<file path="src/rtl/fd_stage_reg.sv">
`default_nettype none
// ============================================================================
// fd_stage_reg : F->D pipeline register with AdEL tagging, stall, flush, squash
// Revision     : 1.0
// ============================================================================
module fd_stage_reg #(
    parameter logic [31:0] PC_RESET   = 32'h0000_3000,
    parameter logic [31:0] PC_HANDLER = 32'h0000_4180,
    parameter logic [31:0] IM_LO      = 32'h0000_3000,
    parameter logic [31:0] IM_HI      = 32'h0000_6FFC,
    parameter logic [4:0]  EXC_ADEL   = 5'd4
) (
    input  logic        clk,
    input  logic        reset,
    input  logic        Req,
    input  logic        D_RegWE,
    input  logic        D_Eret,
    input  logic        D_IsBJ,
    input  logic [31:0] F_PC,
    input  logic [31:0] F_Instr,
    output logic [31:0] D_PC,
    output logic [31:0] D_Instr,
    output logic [4:0]  D_ExcCode,
    output logic        D_BD,
    output logic        D_Valid
);

    logic        w_adel;
    logic [31:0] w_instr_chk;
    logic [4:0]  w_exc_chk;

    logic [31:0] pc_q, pc_d;
    logic [31:0] instr_q, instr_d;
    logic [4:0]  exc_q, exc_d;
    logic        bd_q, bd_d;
    logic        valid_q, valid_d;

    assign w_adel      = (F_PC[1:0] != 2'b00) || (F_PC < IM_LO) || (F_PC > IM_HI);
    assign w_instr_chk = w_adel ? 32'h0 : F_Instr;
    assign w_exc_chk   = w_adel ? EXC_ADEL : 5'd0;

    always_comb begin
        pc_d    = pc_q;
        instr_d = instr_q;
        exc_d   = exc_q;
        bd_d    = bd_q;
        valid_d = valid_q;
        if (Req) begin
            pc_d    = PC_HANDLER;
            instr_d = 32'h0;
            exc_d   = 5'd0;
            bd_d    = 1'b0;
            valid_d = 1'b0;
        end else if (!D_RegWE) begin
            // stalled: keep defaults (hold)
        end else if (D_Eret) begin
            // squashed slot keeps its PC but must never raise its own AdEL
            pc_d    = F_PC;
            instr_d = 32'h0;
            exc_d   = 5'd0;
            bd_d    = 1'b0;
            valid_d = 1'b0;
        end else begin
            pc_d    = F_PC;
            instr_d = w_instr_chk;
            exc_d   = w_exc_chk;
            bd_d    = D_IsBJ;
            valid_d = 1'b1;
        end
    end

    always_ff @(posedge clk) begin
        if (reset) begin
            pc_q    <= PC_RESET;
            instr_q <= 32'h0;
            exc_q   <= 5'd0;
            bd_q    <= 1'b0;
            valid_q <= 1'b0;
        end else begin
            pc_q    <= pc_d;
            instr_q <= instr_d;
            exc_q   <= exc_d;
            bd_q    <= bd_d;
            valid_q <= valid_d;
        end
    end

    assign D_PC      = pc_q;
    assign D_Instr   = instr_q;
    assign D_ExcCode = exc_q;
    assign D_BD      = bd_q;
    assign D_Valid   = valid_q;

endmodule
`default_nettype wire

</file>
<file path="config.mk">
export PLATFORM = sky130hd
export DESIGN_NAME = fd_stage_reg
export DESIGN_NICKNAME = d
export VERILOG_FILES = /design/src/rtl/fd_stage_reg.sv
export SDC_FILE = /design/constraint.sdc
export NUM_CORES = 1
export LEC_CHECK = 0
export BUFFER_PORTS_ARGS = -buffer_cell sky130_fd_sc_hd__buf_2
export CAP_MARGIN = 20
export CORE_UTILIZATION = 25
export DETAILED_ROUTE_END_ITERATION = 10
export GPL_ROUTABILITY_DRIVEN = 0
export PLACE_DENSITY = 0.55
export SETUP_SLACK_MARGIN = 0.3
export SLEW_MARGIN = 20
export SYNTH_ARGS = -nofsm -noshare
export SYNTH_HDL_FRONTEND = slang
export SYNTH_SLANG_ARGS = --single-unit
</file>
<file path="constraint.sdc">
create_clock -name clk -period 1.8 [get_ports clk]
set_clock_uncertainty 0.1 [all_clocks]
set_input_delay 0.54 -clock clk [delete_from_list [all_inputs] [get_ports clk]]
set_output_delay 0.54 -clock clk [all_outputs]
set_load 0.02 [all_outputs]
</file>
==> flow_summary.toml <==
[run_status]
status = "finished clean"

[die]
core_region_area_um2 = 10800
die_area_um2 = 11600
fp.dieW_um = 108
ios = 141
die_h_um = 108
std_cell_rows = 38
initial_core_util_pct = 25.7

[cells_and_area]
syn_to_final_growth_pct = 59.9
n_antenna_cell = 0
nets = 497
drive_above_1_share_pct = 63.7
final_cell_mix = "63 x dfxtp_2, 63 x buf_2, 50 x buf_4"
nFillCells = 1085
fin_cells = 572
fin_util_pct = 41.1

[critical_path]
crit_family = "simple AND/OR/NAND/NOR gates"
critPathKind = "in2reg"
crit_slowest_cell = "or2_4"
cpPeakStageDelay_ns = 0.34
required_ns = 1.98
critPathBufInv = 2
path_cells = "buf_8 > nor4_4 > nand3_1 > or2_4 > clkbuf_16 > o21ai_2"
arrival_ns = 1.71
cp_max_fo = 8
cp-end-kind = "flop"
cp-start-kind = "input pin"

[global_route]
grt_max_degree = 39
grt_antenna_before_repair = 0
grt_pass1_vias = 2500
grt_use_total_pct = 13.1
grt_overflow = 0
grt_pass1_wl_um = 11900

[power]
pwr-share-seq_pct = 45.6
pwr-share-clk_pct = 41.9
intPower_mw = 2.51
leakagePower_nw = 1.92
power.switching_uw = 851
p_sw_share_pct = 25.3
peakVddDrop_v = 0.000453
p_comb_share_pct = 12.5
cellPowerDensity_nw_per_um2 = 755

[synthesis]
yosysSeqAreaShare_pct = 48.1
syn_area_per_cell_um2 = 9.85
synth_top_family_by_area = "simple AND/OR/NAND/NOR gates"
synthSimpleGateAreaFrac_pct = 23.5
synth_flop_cell = "dfxtp_1"
synth_mux_area_share_pct = 10.4
synth_seq_cells = 67
synth_top_cell_area_share_pct = 48.1
syn_area_um2 = 2790
synth_area_leaders = "dfxtp_1 48%, mux2i_1 10%, o21ai_2 9.4%"
async_flop_share_pct = 0
synthAdderAreaFrac_pct = 0
ys_types = 28
synth_compound_area_share_pct = 12.3
syn_inst = 283
yosysWarnings = 0
synth_top_area_cell = "dfxtp_1"
synth_xor_area_share_pct = 0
synth_edf_count = 0

[detailed_routing]
firstDrtPassIters = 5
routed_via_density = 4.44
wire_per_inst_um = 12.9
wl_um = 7410
dr.first_iter.drc_count = 108
drc = 0
drtAntennaViolNets = 0
vias = 2542

[sta]
fmax_mhz = 651
tns_ns = 0
period_share_pct = 85.3
slew_violations = 0
fin_crit_ns = 1.54
rsz0062_at_grt = "true"
timing.hold.ws_ns = 0.323
final_hold_viol_count = 0
finalSetupViolations = 0

[clocking]
cts-root-buf = "clkbuf_8"
clock_latency_ns = 0.34
clock_sinks = 67
path_clk_slew_ns = 0.08
cts_tree = "yes"
clockBufferDepth = 2
h-tree-depth = 3
cts_made_buffers = 9

[min_path]
hp-class = "in2reg"

[place]
place_hpwl_um = 5120
place_inst = 554
io_buffer_count = 136

[flow_run]
max_cap_violations = 0
## sequential cells by signal, indices dropped and copies added, names as in the netlist
register   flops
D_Instr       32
D_ExcCode      1
D_Valid        1
D_PC          32
D_BD           1
## metrics by stage
stage	worst slack (ns)	total power [mW]	instance area, um^2
after floorplan	0.212	1.76	2850
after global placement	-0.0739	1.94	3780
after detailed placement	-0.110	1.95	3780
after CTS	0.301	3.40	4200
after global routing	0.220	3.54	4460
final	0.265	3.36	4460
## worst paths after layout
kind | from | to | slack (ns) | cells after the start
worst max-delay path | F_PC[25] | D_Instr[25] | 0.26 | 6
worst min-delay path | F_PC[3] | D_PC[3] | 0.32 | 3
worst max register to register | D_PC[14] | D_PC[14] | 0.90 | 3
worst min register to register | D_BD | D_BD | 0.38 | 2
## per-layer routing
layer | up-vias | GRT usage, % | share of wire (%) | routed length (um)
li1 | 1273 | - | - | -
met1 | 1176 | 16.9 | 44 | 3290
met2 | 88 | 19.5 | 46 | 3420
met3 | 5 | 5.45 | 8.5 | 626
met4 | 0 | 4.70 | 0.86 | 64
met5 | - | 0 | 0 | 0
## cell type report
type / instances / area (um^2) / area share [%]
Sequential cell: 67 / 1420 / 31.9
Multi-Input combinational cell: 190 / 1350 / 30.3
Timing Repair Buffer: 159 / 1290 / 28.9
Tap cell: 140 / 175 / 3.93
Clock buffer: 9 / 124 / 2.78
Clock inverter: 7 / 101 / 2.27
## cell families after synthesis
family          after synthesis
mux                          29
compound gates               42
buf+inv                      29
other cells                   1
simple gates                115
flops                        67
## synthesized netlist by cell type, drive strengths merged, types with 2 or more instances
master / number
a211oi: 4
buf: 14
clkbuf: 15
dfxtp: 67
mux2i: 29
nand3: 34
nand3b: 34
nor2: 32
nor2b: 3
nor4: 5
o21ai: 33
o21bai: 2
or2: 2
## what timing repair did
| item | CTS | global route |
|---|---|---|
| buffers inserted | 0 | 1 |
| hold buffers | 0 | 0 |
| pin swaps | 3 | 2 |
| setup endpoints to repair | 83 | 94 |
| cloned | 0 | 1 |
| gates resized for setup | 72 | 98 |
## tightest hold or removal path, stage by stage
cell and delay, ns:
buf_2 0.07, mux2i_1 0.05, nor2_1 0.07
## power by group through the flow
stage	clock (mW)	sequential (mW)	combinational, mW
after global placement	0	1.56	0.381
after global routing	1.54	1.54	0.455
after CTS	1.46	1.53	0.408
after detailed placement	0	1.56	0.386
after floorplan	0	1.60	0.167
final	1.41	1.53	0.419
(Power assumes the default switching activity.)
